### src/rtl/conv_window_feeder.sv
// conv_window_feeder
// Feeds KxK convolution windows to the layer-1 MAC from a raster pixel stream.
// The image is zero padded by PAD pixels on every side; padding positions are
// generated internally, one per cycle, while interior positions wait for an
// input pixel. K-1 line buffers of PW entries hold the previous padded rows.
// Each completed window is presented for exactly one cycle on win_valid with
// the whole window on win_data; win_data then holds until the next window.
//
// Optional build macro:
//   CONV_FEEDER_COORD_EN - adds win_row / win_col outputs carrying the
//                          output-pixel coordinate of the current window.
module conv_window_feeder #(
    parameter int FEATURE_BW = 8,
    parameter int IMG_W      = 28,
    parameter int IMG_H      = 28,
    parameter int K          = 3,
    parameter int PAD        = 1
) (
    input  logic                           clk,
    input  logic                           reset_n,
    input  logic                           start,
    input  logic                           px_valid,
    output logic                           px_ready,
    input  logic [FEATURE_BW-1:0]          px_data,
    output logic                           win_valid,
    output logic [K*K*FEATURE_BW-1:0]      win_data,
    output logic                           busy,
    output logic                           frame_done
`ifdef CONV_FEEDER_COORD_EN
    ,
    output logic [$clog2(IMG_H)-1:0]       win_row,
    output logic [$clog2(IMG_W)-1:0]       win_col
`endif
);

    localparam int PW  = IMG_W + 2 * PAD;
    localparam int PH  = IMG_H + 2 * PAD;
    localparam int RW  = $clog2(PH);
    localparam int CW  = $clog2(PW);
    localparam int WB  = K * K * FEATURE_BW;

    // Padded-coordinate landmarks, sized to the counters they are compared with
    localparam logic [RW-1:0] PR_ZERO = RW'(0);
    localparam logic [RW-1:0] PR_ONE  = RW'(1);
    localparam logic [RW-1:0] PR_MAX  = RW'(PH - 1);
    localparam logic [RW-1:0] PR_LO   = RW'(PAD);
    localparam logic [RW-1:0] PR_HI   = RW'(PH - PAD);
    localparam logic [RW-1:0] PR_WIN  = RW'(K - 1);
    localparam logic [CW-1:0] PC_ZERO = CW'(0);
    localparam logic [CW-1:0] PC_ONE  = CW'(1);
    localparam logic [CW-1:0] PC_MAX  = CW'(PW - 1);
    localparam logic [CW-1:0] PC_LO   = CW'(PAD);
    localparam logic [CW-1:0] PC_HI   = CW'(PW - PAD);
    localparam logic [CW-1:0] PC_WIN  = CW'(K - 1);

`ifdef CONV_FEEDER_COORD_EN
    localparam int ORW = $clog2(IMG_H);
    localparam int OCW = $clog2(IMG_W);
`endif

    typedef enum logic [1:0] {
        ST_IDLE = 2'd0,
        ST_SCAN = 2'd1,
        ST_DONE = 2'd2
    } state_t;

    // Control state
    state_t                  state_r;
    logic [RW-1:0]           pr_r;
    logic [CW-1:0]           pc_r;
    logic                    px_ready_r;
    logic                    busy_r;
    logic                    frame_done_r;

    // Data path state
    logic [FEATURE_BW-1:0]   lb_r   [K-1][PW];    // lb_r[j] delays a value by (j+1) padded rows
    logic [FEATURE_BW-1:0]   hist_r [K][K-1];     // right-hand K-1 columns of the last window
    logic                    win_valid_r;
    logic [WB-1:0]           win_data_r;
`ifdef CONV_FEEDER_COORD_EN
    logic [ORW-1:0]          win_row_r;
    logic [OCW-1:0]          win_col_r;
`endif

    // Combinational helpers
    logic                    push_s;
    logic [FEATURE_BW-1:0]   push_val_s;
    logic                    last_col_s;
    logic                    last_pos_s;
    logic [RW-1:0]           pr_nxt_s;
    logic [CW-1:0]           pc_nxt_s;
    logic                    win_done_s;
    logic [FEATURE_BW-1:0]   col_in_s [K];        // col_in_s[j]: value of padded row pr-j, column pc
    logic [FEATURE_BW-1:0]   win_nxt_s [K][K];
    logic [WB-1:0]           win_flat_s;

    // True when a padded coordinate lies inside the real image
    function automatic logic is_interior(input logic [RW-1:0] r, input logic [CW-1:0] c);
        return (r >= PR_LO) && (r < PR_HI) && (c >= PC_LO) && (c < PC_HI);
    endfunction

    // Decide whether a value is pushed this cycle and what it is (pixel or zero pad)
    always_comb begin
        push_s     = 1'b0;
        push_val_s = {FEATURE_BW{1'b0}};
        if (state_r == ST_SCAN) begin
            if (px_ready_r) begin
                push_s     = px_valid;
                push_val_s = px_data;
            end else begin
                push_s     = 1'b1;
                push_val_s = {FEATURE_BW{1'b0}};
            end
        end else begin
            push_s     = 1'b0;
            push_val_s = {FEATURE_BW{1'b0}};
        end
    end

    // Raster advance of the padded coordinate and window-completion test
    always_comb begin
        last_col_s = (pc_r == PC_MAX);
        last_pos_s = last_col_s && (pr_r == PR_MAX);
        pr_nxt_s   = pr_r;
        pc_nxt_s   = pc_r + PC_ONE;
        if (last_col_s) begin
            pc_nxt_s = PC_ZERO;
            if (pr_r == PR_MAX) begin
                pr_nxt_s = PR_ZERO;
            end else begin
                pr_nxt_s = pr_r + PR_ONE;
            end
        end else begin
            pr_nxt_s = pr_r;
        end
        win_done_s = push_s && (pr_r >= PR_WIN) && (pc_r >= PC_WIN);
    end

    // Incoming column: the new value plus the same column from the line buffers
    always_comb begin
        col_in_s[0] = push_val_s;
        for (int j = 1; j < K; j++) begin
            col_in_s[j] = lb_r[j-1][PW-1];
        end
    end

    // Next window: history columns shift left, incoming column enters on the right
    always_comb begin
        for (int kr = 0; kr < K; kr++) begin
            for (int kc = 0; kc < K - 1; kc++) begin
                win_nxt_s[kr][kc] = hist_r[kr][kc];
            end
            // Top row (kr=0) is the oldest padded row pr-K+1
            win_nxt_s[kr][K-1] = col_in_s[K-1-kr];
        end
    end

    // Flatten the next window onto the MAC bus layout
    always_comb begin
        win_flat_s = {WB{1'b0}};
        for (int kr = 0; kr < K; kr++) begin
            for (int kc = 0; kc < K; kc++) begin
                win_flat_s[(kr*K+kc)*FEATURE_BW +: FEATURE_BW] = win_nxt_s[kr][kc];
            end
        end
    end

    // Frame sequencing: IDLE -> SCAN -> DONE -> IDLE, with registered handshake outputs
    always_ff @(posedge clk or negedge reset_n) begin
        if (!reset_n) begin
            state_r      <= ST_IDLE;
            pr_r         <= PR_ZERO;
            pc_r         <= PC_ZERO;
            px_ready_r   <= 1'b0;
            busy_r       <= 1'b0;
            frame_done_r <= 1'b0;
        end else begin
            frame_done_r <= 1'b0;
            case (state_r)
                ST_IDLE: begin
                    if (start) begin
                        state_r    <= ST_SCAN;
                        pr_r       <= PR_ZERO;
                        pc_r       <= PC_ZERO;
                        busy_r     <= 1'b1;
                        px_ready_r <= is_interior(PR_ZERO, PC_ZERO);
                    end
                end
                ST_SCAN: begin
                    if (push_s) begin
                        if (last_pos_s) begin
                            // Final window is emitted next cycle, alongside frame_done
                            state_r      <= ST_DONE;
                            pr_r         <= PR_ZERO;
                            pc_r         <= PC_ZERO;
                            px_ready_r   <= 1'b0;
                            frame_done_r <= 1'b1;
                        end else begin
                            pr_r       <= pr_nxt_s;
                            pc_r       <= pc_nxt_s;
                            px_ready_r <= is_interior(pr_nxt_s, pc_nxt_s);
                        end
                    end
                end
                ST_DONE: begin
                    state_r    <= ST_IDLE;
                    busy_r     <= 1'b0;
                    px_ready_r <= 1'b0;
                end
                default: begin
                    state_r    <= ST_IDLE;
                    pr_r       <= PR_ZERO;
                    pc_r       <= PC_ZERO;
                    busy_r     <= 1'b0;
                    px_ready_r <= 1'b0;
                end
            endcase
        end
    end

    // Line buffers and window history shift once per push
    always_ff @(posedge clk or negedge reset_n) begin
        if (!reset_n) begin
            for (int j = 0; j < K - 1; j++) begin
                for (int i = 0; i < PW; i++) begin
                    lb_r[j][i] <= {FEATURE_BW{1'b0}};
                end
            end
            for (int kr = 0; kr < K; kr++) begin
                for (int kc = 0; kc < K - 1; kc++) begin
                    hist_r[kr][kc] <= {FEATURE_BW{1'b0}};
                end
            end
        end else if (push_s) begin
            for (int j = 0; j < K - 1; j++) begin
                lb_r[j][0] <= col_in_s[j];
                for (int i = 1; i < PW; i++) begin
                    lb_r[j][i] <= lb_r[j][i-1];
                end
            end
            for (int kr = 0; kr < K; kr++) begin
                for (int kc = 0; kc < K - 1; kc++) begin
                    hist_r[kr][kc] <= win_nxt_s[kr][kc+1];
                end
            end
        end
    end

    // Window output register: one-cycle valid, data held until the next window
    always_ff @(posedge clk or negedge reset_n) begin
        if (!reset_n) begin
            win_valid_r <= 1'b0;
            win_data_r  <= {WB{1'b0}};
`ifdef CONV_FEEDER_COORD_EN
            win_row_r   <= {ORW{1'b0}};
            win_col_r   <= {OCW{1'b0}};
`endif
        end else begin
            win_valid_r <= win_done_s;
            if (win_done_s) begin
                win_data_r <= win_flat_s;
`ifdef CONV_FEEDER_COORD_EN
                win_row_r  <= ORW'(pr_r - PR_WIN);
                win_col_r  <= OCW'(pc_r - PC_WIN);
`endif
            end
        end
    end

    assign px_ready   = px_ready_r;
    assign busy       = busy_r;
    assign frame_done = frame_done_r;
    assign win_valid  = win_valid_r;
    assign win_data   = win_data_r;
`ifdef CONV_FEEDER_COORD_EN
    assign win_row    = win_row_r;
    assign win_col    = win_col_r;
`endif

endmodule

### config.mk
export PLATFORM = sky130hd
export DESIGN_NAME = conv_window_feeder
export DESIGN_NICKNAME = d
export VERILOG_FILES = /design/src/rtl/conv_window_feeder.sv
export SDC_FILE = /design/constraint.sdc
export NUM_CORES = 1
export LEC_CHECK = 0
export CAP_MARGIN = 20
export CORE_ASPECT_RATIO = 1.25
export CORE_MARGIN = 4
export CORE_UTILIZATION = 40
export CTS_CLUSTER_DIAMETER = 200
export CTS_CLUSTER_SIZE = 40
export DETAILED_ROUTE_END_ITERATION = 10
export PLACE_DENSITY_LB_ADDON = 0.15
export SYNTH_ARGS = -nofsm -noshare
export SYNTH_HDL_FRONTEND = slang
export SYNTH_SLANG_ARGS = --single-unit
### constraint.sdc
create_clock -name clk -period 2.7 [get_ports clk]
set_clock_uncertainty 0.05 [all_clocks]
set_input_delay 0.81 -clock clk [delete_from_list [all_inputs] [get_ports clk]]
set_output_delay 0.81 -clock clk [all_outputs]
set_load 0.02 [all_outputs]
==> run_results.csv, run 1 <==
group,metric,value,unit
status,status,"finished clean",
setup_path,critPathMaxFanout,2,
logic_synthesis,async_reset_ff_share,100,%
setup_path,rr_startpoint,"pc_r[1]$_DFFE_PN0P_",
power_and_ir_drop,powerDensity,700,mW/mm2
detailed_routing,drc,0,
logic_synthesis,ys_types,40,
detailed_routing,dr_total_vias,14812,
finish,fin_util,44.9,%
finish,num-nets-final,2447,
finish,syn_to_final_growth,11.3,%
logic_synthesis,synth_top_area_cell,"dfrtp_1",
placement,dp_hpwl,26800,um
detailed_routing,wl,42400,um
logic_synthesis,synthFlopType,"dfrtp_1",
sta,setup_slack,197,ps
die,core,0.0559,mm2
detailed_routing,wire_per_inst,13.4,um
sta,tightest_slew,567,ps
sta,slew_headroom,61.7,%
logic_synthesis,syn_area,0.0226,mm2
detailed_routing,ant_nets,0,
sta,slew_viol_final,0,
die,ioPinCount,88,
clock_network,postCtsHoldBufs,0,
detailed_routing,vias_per_cell,4.67,
die,rows,97,
setup_path,path_cells,"clkdlybuf4s50_1",
power_and_ir_drop,ir_worst_vdd,0.000573,V
clock_network,tritoncts.num_buffers,18,
setup_path,reg2reg_slack,440,ps
setup_path,crit_family,"buffers and inverters",
clock_network,path_clk_slew,140,ps
setup_path,path_buf_inv,1,
clock_network,clock-root-buffer,"clkbuf_16",
detailed_routing,wl_met2,20600,um
setup_path,crit_path_top_delay_cell,"clkdlybuf4s50_1",
detailed_routing,first_pass_iters,5,
grt,grt_usage,14.4,%
setup_path,critPathKind,"reg -> out",
setup_path,cp.arrival,1640,ps
sta,whs,91.7,ps
logic_synthesis,synth_area_leaders,"dfrtp_1 (65%), nand2_1 (24%), mux2_4 (4.2%)",
finish,drive_gt1_share,6.34,%
grt,grt_max_degree,115,
logic_synthesis,synthCells,2385,
logic_synthesis,yosysWarnings,0,
clock_network,cts_tree,"built",
logic_synthesis,synth_area_per_cell,9.46,um2
logic_synthesis,synth_fp_nets,2404,
detailed_routing,wl_met3,943,um
placement,dp.cells,3150,
setup_path,cp-end-kind,"output port",
hold_path,hp-class,"in -> async",
power_and_ir_drop,power.leakage,13.8,nW
finish,num_antenna_cells,0,
die,dieWidth,220,um
clock_network,insertion_delay,580,ps
detailed_routing,maxUsedRoutingLayer,"met4",
clock_network,cts_buffer_depth,3,
power_and_ir_drop,p_total,17.6,mW
finish,finish.instance_area,0.0251,mm2
sta,setup_violations,0,
logic_synthesis,synth_seq_area_share,64.8,%
sta,tns,0,ps
clock_network,htree_levels,1,
job,maxCapViolCount,0,
sta,final_hold_viol_count,0,
placement,gp_congestion,0.798,
grt,antenna_found_initial,0,
grt,grt_pass1_vias,14810,
grt,grt_overflow,0,
setup_path,r2r-end,"px_ready$_DFFE_PN0P_",
grt,grt_pass1_wl,74500,um
detailed_routing,drtIter0Drc,1034,
sta,finalCritPeriodShare,92.7,%
logic_synthesis,synth_common_cells,"nand2_1 (1,466), dfrtp_1 (584), clkbuf_1 (73)",
clock_network,cts_sinks,584,
logic_synthesis,ys_ff_latch,584,
clock_network,ctsResizeCount,0,
placement,dpl-instance-area,0.0246,mm2
sta,max_clock_freq,399,MHz
clock_network,post_cts_buffers,0,
die,die_area,0.0603,mm2
logic_synthesis,yosysMostFrequentCell,"nand2_1",
die,start_util,40.3,%
die,die_h,274,um
placement,portBuffers,87,
setup_path,rr_worst_depth,7,
setup_path,critPathLaunchType,"register",
setup_path,worstPathRequired,1840,ps
detailed_routing,routedLengthMet1,20200,um
finish,stdcell_count,3170,
sta,rsz0062_at_grt,"no",
logic_synthesis,synth_edf_count,0,
sta,period_needed,2500,ps
placement,dp_slack,16.5,ps
logic_synthesis,synth_top_area_share,64.8,%
setup_path,critPathMaxStageDelay,670,ps
cell usage in the layout (no fill, tap or decap), drive strengths merged:
master,instances
a211o,1
a211oi,2
a21o,1
a21oi,5
a22o,10
a22oi,2
a311oi,1
and2,2
and2b,1
and3,2
and4,1
and4b,3
buf,65
clkbuf,19
clkdlybuf4s50,86
dfrtp,584
ha,7
inv,23
mux2,65
nand2,1466
nand2b,3
nand3,5
nand4,12
nand4b,1
nor2,3
nor2b,2
nor3,5
nor4,2
o211ai,3
o21ai,38
o22ai,1
o31a,1
o31ai,2
o41ai,1
or4,1
xor2,2
flip-flops by register name, indices dropped and copies added, names as in the netlist:
signal	flops
busy	1
lb_r	432
hist_r	48
frame_done	1
win_valid	1
pc_r	5
px_ready	1
state_r	2
pr_r	5
win_data	72
col_in_s	16
how the worst max path moves through the flow:
| stage | start | endpoint | slack, ps | cells after the start |
|---|---|---|---|---|
| 6_report | win_data[54]$_DFFE_PN0P_ | win_data[54] | 200 | 1 |
| 5_1_grt | win_data[54]$_DFFE_PN0P_ | win_data[54] | 130 | 1 |
| 4_1_cts | win_data[55]$_DFFE_PN0P_ | win_data[55] | 150 | 1 |
| 3_5_place_dp | px_valid | win_data[35]$_DFFE_PN0P_ | 20 | 7 |
| 3_3_place_gp | px_valid | win_data[43]$_DFFE_PN0P_ | 30 | 7 |
| 2_1_floorplan | px_valid | win_data[10]$_DFFE_PN0P_ | 450 | 5 |
layout make-up:
cell class / instances / area, um2
Clock inverter: 1 / 16.3
Sequential cell: 584 / 14600
Inverter: 22 / 82.6
Timing Repair Buffer: 151 / 1710
Multi-Input combinational cell: 1651 / 7290
Fill cell: 5450 / 30800
Clock buffer: 19 / 475
Tap cell: 742 / 928
logic make-up (layout without fill, tap and decap cells):
logic type | count (synthesis) | count (layout) | synth area share (%)
AND/OR/NAND/NOR | 1509 | 1509 | 25.6
adder cells (fa/ha/maj) | 7 | 7 | 0.388
buffers and inverters | 150 | 193 | 3.00
multiplexers | 65 | 65 | 4.29
XOR/XNOR | 2 | 2 | 0.0776
flip-flops | 584 | 584 | 64.8
AO/OA/AOI/OAI | 68 | 68 | 1.91
routing by layer:
layer / track usage, % / vias to the layer above
met5: 0 / -
met4: 2.81 / 0
met3: 1.47 / 27
li1: - / 7358
met2: 24.3 / 115
met1: 20.4 / 7312
report_power, final:
group / internal [mW] / switching (mW)
combinational: 1.05 / 1.85
sequential: 10.1 / 0.808
clock: 1.30 / 2.51
(Power assumes the default switching activity.)
==> inputs of run 2 (changes only) <==
--- a/config.mk
+++ b/config.mk
@@ -13,6 +13,7 @@
 export CTS_CLUSTER_SIZE = 40
 export DETAILED_ROUTE_END_ITERATION = 10
 export PLACE_DENSITY_LB_ADDON = 0.15
+export SKIP_LAST_GASP = 1
 export SYNTH_ARGS = -nofsm -noshare
 export SYNTH_HDL_FRONTEND = slang
 export SYNTH_SLANG_ARGS = --single-unit
==> results of run 2 <==
The final DEF is identical to that of run 1; final timing and power are the same.
